$ cat config.mk
export PLATFORM = sky130hd
export DESIGN_NAME = ddr_rw_sched
export DESIGN_NICKNAME = d
export VERILOG_FILES = /design/src/rtl/ddr_rw_sched.sv
export SDC_FILE = /design/constraint.sdc
export NUM_CORES = 1
export LEC_CHECK = 0
export ABC_AREA = 1
export BUFFER_PORTS_ARGS = -buffer_cell sky130_fd_sc_hd__buf_2
export CAP_MARGIN = 20
export CORE_AREA = 2 2 78 80
export DETAILED_ROUTE_END_ITERATION = 10
export DIE_AREA = 0 0 80 82
export PLACE_DENSITY = 0.64
export RECOVER_POWER = 100
export SYNTH_ARGS = -nofsm -noshare
export SYNTH_HDL_FRONTEND = slang
export SYNTH_SLANG_ARGS = --single-unit
$ cat constraint.sdc
create_clock -name clk -period 4.06 [get_ports clk]
set_clock_uncertainty 0.15 [all_clocks]
set_input_delay 0.406 -clock clk [delete_from_list [all_inputs] [get_ports clk]]
set_output_delay 0.406 -clock clk [all_outputs]
set_load 0.01 [all_outputs]
$ cat src/rtl/ddr_rw_sched.sv
// ddr_rw_sched: arbitrates the shared DDR app port between the read address
// FIFO and the write address/data FIFOs. Uses write-depth hysteresis plus
// per-window starvation limits. Drains the in-flight command and idles for a
// turnaround gap on every mode change. Two-beat write bursts are never split.
module ddr_rw_sched #(
    parameter int WDEPTH_W    = 9,
    parameter int SWH         = 384,
    parameter int SWL         = 128,
    parameter int TA_CYCLES   = 3,
    parameter int MAX_RD_CMDS = 64,
    parameter int MAX_WR_CMDS = 64
) (
    input  logic                clk,
    input  logic                rst_n,
    input  logic                raddr_fifo_empty,
    input  logic                waddr_fifo_empty,
    input  logic [WDEPTH_W-1:0] wdata_fifo_rdepth,
    input  logic                app_rdy,
    input  logic                app_wdf_rdy,
    input  logic                cmd_accept,
    input  logic                issue_busy,
    output logic                rd_grant,
    output logic                wr_grant,
    output logic                wr_phase,
    output logic                wr_mode,
    output logic [2:0]          sched_state,
    output logic [15:0]         switch_cnt
);

    typedef enum logic [2:0] {
        ST_RD       = 3'd0,
        ST_RD_DRAIN = 3'd1,
        ST_TA_R2W   = 3'd2,
        ST_WR       = 3'd3,
        ST_WR_DRAIN = 3'd4,
        ST_TA_W2R   = 3'd5
    } state_t;

    // Thresholds sized to the depth input so every compare is width-matched
    localparam logic [WDEPTH_W-1:0] SWH_D     = WDEPTH_W'(SWH);
    localparam logic [WDEPTH_W-1:0] SWL_D     = WDEPTH_W'(SWL);
    localparam logic [WDEPTH_W-1:0] DEPTH_ONE = WDEPTH_W'(1);
    localparam logic [WDEPTH_W-1:0] DEPTH_TWO = WDEPTH_W'(2);
    localparam logic [7:0]          RD_LIMIT  = 8'(MAX_RD_CMDS);
    localparam logic [7:0]          WR_LIMIT  = 8'(MAX_WR_CMDS);
    localparam logic [3:0]          TA_LAST   = 4'(TA_CYCLES - 1);

    state_t      state_reg;
    logic        wr_mode_reg;
    logic        wr_phase_reg;
    logic [15:0] switch_cnt_reg;
    logic [15:0] switch_cnt_next;
    logic [7:0]  rd_cnt_reg;
    logic [7:0]  wr_cnt_reg;
    logic [3:0]  ta_cnt_reg;

    logic wr_ok;
    logic rd_ok;
    logic sw_r2w;
    logic sw_w2r;
    logic ta_entry;

    // A first beat needs an address and both beats of data; a second beat only its own data
    assign wr_ok = wr_phase_reg ? (wdata_fifo_rdepth >= DEPTH_ONE)
                                : (!waddr_fifo_empty && (wdata_fifo_rdepth >= DEPTH_TWO));
    assign rd_ok = !raddr_fifo_empty;

    // Hysteresis and starvation terms collapse into one switch request per direction
    assign sw_r2w = wr_ok && ((wdata_fifo_rdepth >= SWH_D) || raddr_fifo_empty ||
                              (rd_cnt_reg == RD_LIMIT));
    assign sw_w2r = !wr_phase_reg && rd_ok &&
                    ((wdata_fifo_rdepth <= SWL_D) || !wr_ok || (wr_cnt_reg == WR_LIMIT));

    // A drain state leaves once no fetched command is left waiting
    assign ta_entry = ((state_reg == ST_RD_DRAIN) || (state_reg == ST_WR_DRAIN)) && !issue_busy;

    // Grants are combinational so a pop can happen in the same cycle app_rdy rises;
    // held low during reset so nothing is popped before the scheduler is live
    assign rd_grant = rst_n && (state_reg == ST_RD) && app_rdy && rd_ok && !sw_r2w;
    assign wr_grant = rst_n && (state_reg == ST_WR) && app_rdy && app_wdf_rdy && wr_ok && !sw_w2r;

    // Switch counter advances on each turnaround entry and sticks at all-ones
    always_comb begin
        switch_cnt_next = switch_cnt_reg;
        if (ta_entry && (switch_cnt_reg != 16'hFFFF)) begin
            switch_cnt_next = switch_cnt_reg + 16'd1;
        end
    end

    // Scheduler FSM with its registered mode, burst phase and window counters
    always_ff @(posedge clk or negedge rst_n) begin
        if (!rst_n) begin
            state_reg      <= ST_RD;
            wr_mode_reg    <= 1'b0;
            wr_phase_reg   <= 1'b0;
            switch_cnt_reg <= 16'd0;
            rd_cnt_reg     <= 8'd0;
            wr_cnt_reg     <= 8'd0;
            ta_cnt_reg     <= 4'd0;
        end else begin
            switch_cnt_reg <= switch_cnt_next;
            if (wr_grant) begin
                wr_phase_reg <= !wr_phase_reg;
            end
            case (state_reg)
                ST_RD: begin
                    if (cmd_accept && (rd_cnt_reg != RD_LIMIT)) begin
                        rd_cnt_reg <= rd_cnt_reg + 8'd1;
                    end
                    if (sw_r2w) begin
                        state_reg <= ST_RD_DRAIN;
                    end
                end
                ST_RD_DRAIN: begin
                    if (!issue_busy) begin
                        state_reg   <= ST_TA_R2W;
                        wr_mode_reg <= 1'b1;
                        ta_cnt_reg  <= 4'd0;
                    end
                end
                ST_TA_R2W: begin
                    if (ta_cnt_reg == TA_LAST) begin
                        state_reg  <= ST_WR;
                        wr_cnt_reg <= 8'd0;
                    end else begin
                        ta_cnt_reg <= ta_cnt_reg + 4'd1;
                    end
                end
                ST_WR: begin
                    if (cmd_accept && (wr_cnt_reg != WR_LIMIT)) begin
                        wr_cnt_reg <= wr_cnt_reg + 8'd1;
                    end
                    if (sw_w2r) begin
                        state_reg <= ST_WR_DRAIN;
                    end
                end
                ST_WR_DRAIN: begin
                    if (!issue_busy) begin
                        state_reg   <= ST_TA_W2R;
                        wr_mode_reg <= 1'b0;
                        ta_cnt_reg  <= 4'd0;
                    end
                end
                ST_TA_W2R: begin
                    if (ta_cnt_reg == TA_LAST) begin
                        state_reg  <= ST_RD;
                        rd_cnt_reg <= 8'd0;
                    end else begin
                        ta_cnt_reg <= ta_cnt_reg + 4'd1;
                    end
                end
                default: begin
                    // Unused encodings recover straight into read mode
                    state_reg   <= ST_RD;
                    wr_mode_reg <= 1'b0;
                    rd_cnt_reg  <= 8'd0;
                end
            endcase
        end
    end

    assign wr_phase    = wr_phase_reg;
    assign wr_mode     = wr_mode_reg;
    assign sched_state = state_reg;
    assign switch_cnt  = switch_cnt_reg;

endmodule
After elaboration in Yosys (flattened, before gate mapping)
Index checks and enable logic that the tools add are counted.
{"block": "op_classes", "addsub": 4, "mul": 0, "div": 0, "order_cmp": 4, "eq_ne": 21, "shift": 0, "n_mux": 19, "bitwise_logic": 2, "reduce_logical": 41}
{"cell": "2-to-1 mux 8 bit", "count": 3}
{"cell": "one-hot mux 8 bit (3 select lines)", "count": 1}
{"cell": "2-to-1 mux 3 bit", "count": 6}
{"cell": "one-hot mux 3 bit (6 select lines)", "count": 1}
{"cell": "logical AND 1 bit", "count": 17}
{"cell": "adder 16 x 1 -> 16 bit (second input constant)", "count": 1}
{"cell": "adder 8 x 1 -> 8 bit (second input constant)", "count": 2}
{"cell": "== test 8 x 7 -> 1 bit (second input constant)", "count": 2}
{"cell": "!= test 16 bit (second input constant)", "count": 1}
{"cell": "!= test 2 bit (second input constant)", "count": 8}
{"cell": "!= test 8 x 7 -> 1 bit (second input constant)", "count": 2}
{"cell": "one-hot mux 8 bit (2 select lines)", "count": 1}
{"cell": "AND reduction 3 bit", "count": 4}
{"cell": "greater-or-equal comparator 9 x 1 -> 1 bit (second input constant)", "count": 1}
{"cell": "greater-or-equal comparator 9 x 2 -> 1 bit (second input constant)", "count": 1}
{"cell": "greater-or-equal comparator 9 bit (second input constant)", "count": 1}
{"cell": "less-or-equal comparator 9 x 8 -> 1 bit (second input constant)", "count": 1}
{"cell": "2-to-1 mux 4 bit", "count": 2}
{"cell": "one-hot mux 4 bit (2 select lines)", "count": 1}
{"cell": "OR reduction 4 bit", "count": 2}
{"cell": "zero test 1 bit", "count": 7}
{"cell": "== test 3 x 2 -> 1 bit (second input constant)", "count": 2}
{"cell": "== test 3 bit (second input constant)", "count": 2}
{"cell": "AND reduction 6 bit", "count": 1}
{"cell": "other kinds (11)", "count": 21}
{"block": "word_totals", "regBits": 41, "latchBits": 0, "mem_bits_rw": 0, "romBits": 0, "output_inout_bits": 23, "elab_cells": 98, "mem_count": 0}

Logic depth before layout (Yosys ltp)
{"block": "logic_depth", "ltp_word": 9, "depth_mapped": 12, "depth_no_buf": 12}

Worst setup path after synthesis
OpenSTA, ideal clock, no wires.
{"block": "synth_path", "path_type": "register to output", "startpoint": "register state_reg[2], in the netlist sched_state[2]", "endpoint": "output port wr_grant", "arrival_time_ns": 1.246, "t_required_ns": 3.504, "path_slack_ns": 2.258, "path_stages_with_launch": 8, "path_buffers": 0, "path_cell_list": "dfrtp_1 -> inv_1 -> nand3_2 -> inv_1 -> nand3_1 -> nor2_1 -> nand3_1 -> inv_1"}
{"block": "synth_via", "elab_chain_len": 6}
{"element": "from (decl)", "line_no": "48", "rtl": "state_t state_reg;"}
{"element": "from (signal assigned)", "line_no": "93", "rtl": "state_reg <= ST_RD;"}
{"element": "from (signal assigned)", "line_no": "111", "rtl": "state_reg <= ST_RD_DRAIN;"}
{"element": "from (signal assigned)", "line_no": "116", "rtl": "state_reg <= ST_TA_R2W;"}
{"element": "== test 3 x 2 -> 1 bit", "line_no": "80", "rtl": "assign wr_grant = rst_n && (state_reg == ST_WR) && app_rdy && app_wdf_rdy && wr_ok && !sw_w2r;"}
{"element": "logical AND 1 bit (5 in series)", "line_no": "80"}
{"element": "to (decl)", "line_no": "23", "rtl": "output logic wr_grant,"}
No other way between the ends.

Final worst setup path
Same ends and word-level chain as after synthesis.

==> results_dict.tcl <==
set metrics [dict create \
    synth_most_common_cell "nand2_1" \
    tns_ps 0 \
    synth-edff-count 0 \
    power_leakage_nw 1.32 \
    startpoint "sched_state[2]" \
    setup_violations 0 \
    place_area_mm2 0.00276 \
    utilization 0.479 \
    worstSetupPathType "flip-flop to output port" \
    syn_inst 310 \
    ys_types 29 \
    ys_seq_elements 41 \
    root_buffer "clkbuf_8" \
    drive_above_1_share 0.0866 \
    hold_path_startpoint "issue_busy" \
    cts_tree "done" \
    placementRows 28 \
    hp-class "input pin to flip-flop" \
    ys_async_sr_fraction 1.00 \
    rsz0062_at_grt "no" \
    ys_seq_area_frac 0.415 \
    insertion_delay_ps 300 \
    worstPathMaxFanout 7 \
    final_area_mm2 0.00275 \
    nets 381 \
    drc 0 \
    cts_resized 0 \
    fp.dieArea_mm2 0.00656 \
    gp_congestion 0.846 \
    max_freq_mhz 398 \
    multiInputGateArea_mm2 0.00121 \
    ys_warn_count 0 \
    numPlacedInstances 424 \
    totalWireLength_um 5050 \
    largest_reg_flops 16 \
    n_antenna_cell 0 \
    critPathCaptureType "output port" \
    synth_area_mm2 0.00247 \
    first_iter_violations 119 \
    boundaryPins 40 \
    period_minus_slack_ps 2510 \
    cts_buffer_depth 2 \
    syn_to_final_growth_pct 11.3 \
    firstDrtPassIters 4 \
    peakVddDrop_mv 0.250 \
    netlist_top_cells_count "nand2_1, dfrtp_1, inv_1" \
    grt_max_degree 38 \
    ant_nets 0 \
    synth_area_leader_cell "dfrtp_1" \
    die_width_um 80 \
    grt_first_pass_wirelength_um 8780 \
    numClockSinks 41 \
    cp.arrival_ps 1950 \
    slew_violations 0 \
    syn_nets 334 \
    wl_per_cell_um 11.7 \
    syn_avg_cell_area_um2 7.98 \
    cts_inserted_buffers 5 \
    slew_headroom 0.310 \
    layout.cells.non_filler 433 \
    fin_hold_ws_ps 238 \
    startpoint_type "flip-flop" \
    reg2reg_from "sched_state[2]" \
    required_ps 3500 \
    yosys.area.top_type_share 0.415 \
    dieHeight_um 82 \
    fill_cells 605 \
    vias_per_cell 4.87 \
    grt_usage 0.169 \
    antenna_found_initial 0 \
    synth.area.top_cells "dfrtp_1, nand2_1, xor2_1" \
    finalHoldViolCount 0 \
    ctsHtreeMaxLevel 2 \
    seqCellArea_mm2 0.00103 \
    power.density_mw_per_mm2 533 \
    ys.flop_type "dfrtp_1" \
    clk_pin_slew_worst_paths_ps 90 \
    worst_pin_slew_ps 1020 \
    grt_pass1_vias 1995 \
    port_buffers 39 \
    status "completed" \
    core-area_mm2 0.00575 \
    final.period_utilization 0.618 \
    dpl.hpwl_um 3830 \
    num_vias 2110 \
    drv_cap 0 \
    start_util 0.431 \
    gr-total-overflow 0 \
]
cells in the final DEF (no fill, tap or decap), drive strengths merged, types with 2 or more instances in the layout:
| cell type | n |
|---|---|
| a21oi | 9 |
| buf | 16 |
| clkbuf | 29 |
| clkinvlp | 3 |
| dfrtp | 41 |
| ha | 7 |
| inv | 41 |
| nand2 | 77 |
| nand3 | 24 |
| nand3b | 2 |
| nand4 | 11 |
| nor2 | 36 |
| nor3 | 9 |
| o21ai | 14 |
| o31ai | 8 |
| xnor2 | 6 |
| xor2 | 20 |
stage by stage:
step | setup slack [ps] | power [W]
finish | 1550 | 0.00147
global route | 1380 | 0.00161
CTS | 1690 | 0.00154
detailed placement | 2010 | 0.00126
global placement | 2010 | 0.00125
floorplan | 2260 | 0.00109
kinds of logic (layout without fill, tap and decap cells):
family / count (synthesis) / count (layout) / synth area share
AOI/OAI and AO/OA: 32 / 32 / 0.0799
xor gates and xnor gates: 26 / 26 / 0.0920
adders and majority gates: 7 / 7 / 0.0354
buffers and inverters: 42 / 90 / 0.0667
DFF: 41 / 41 / 0.415
muxes: 1 / 1 / 0.00455
and+or+nand+nor: 161 / 161 / 0.307
worst paths after layout:
check	to	cells after the start	slack (ps)
max	wr_grant	8	1550
min in group asynchronous	rd_cnt_reg[2]	2	390
max reg2reg	wr_cnt_reg[5]	7	1720
min reg2reg	switch_cnt[14]	1	350
min	wr_mode	2	240
max in group asynchronous	rd_cnt_reg[4]	3	2570
critical path: stages, from the launching register on:
cell and delay, ps:
dfrtp_1 450, inv_1 150, nand3_1 250, inv_1 240
nand3_1 90, nor2_1 140, nand3_1 110, inv_1 60
clkbuf_1 150
area by class of cell:
cell class	count	share of cell area
Sequential cell	41	0.373
Multi-Input combinational cell	227	0.438
Tap cell	75	0.0341
Inverter	41	0.0559
Clock inverter	3	0.00818
Timing Repair Buffer	41	0.0663
Clock buffer	5	0.0250
layer usage:
metal / share of wire / vias up / routed length [µm] / track usage
li1: - / 1102 / - / -
met1: 0.49 / 969 / 2490 / 0.224
met2: 0.46 / 33 / 2340 / 0.279
met3: 0.031 / 6 / 154 / 0.0374
met4: 0.013 / 0 / 65 / 0.0508
met5: 0 / - / 0 / 0
power breakdown:
group,internal [W],total (W),switching (W)
Sequential,0.000494,0.000606,0.000111
Clock,0.000121,0.000273,0.000153
Combinational,0.000184,0.000589,0.000405
repair_timing:
action,CTS,global route
endpoints found under the setup margin,0,0
hold buffers,1,0
setup buffers,0,0
hold endpoints to repair,4,0
(Power assumes the default switching activity.)
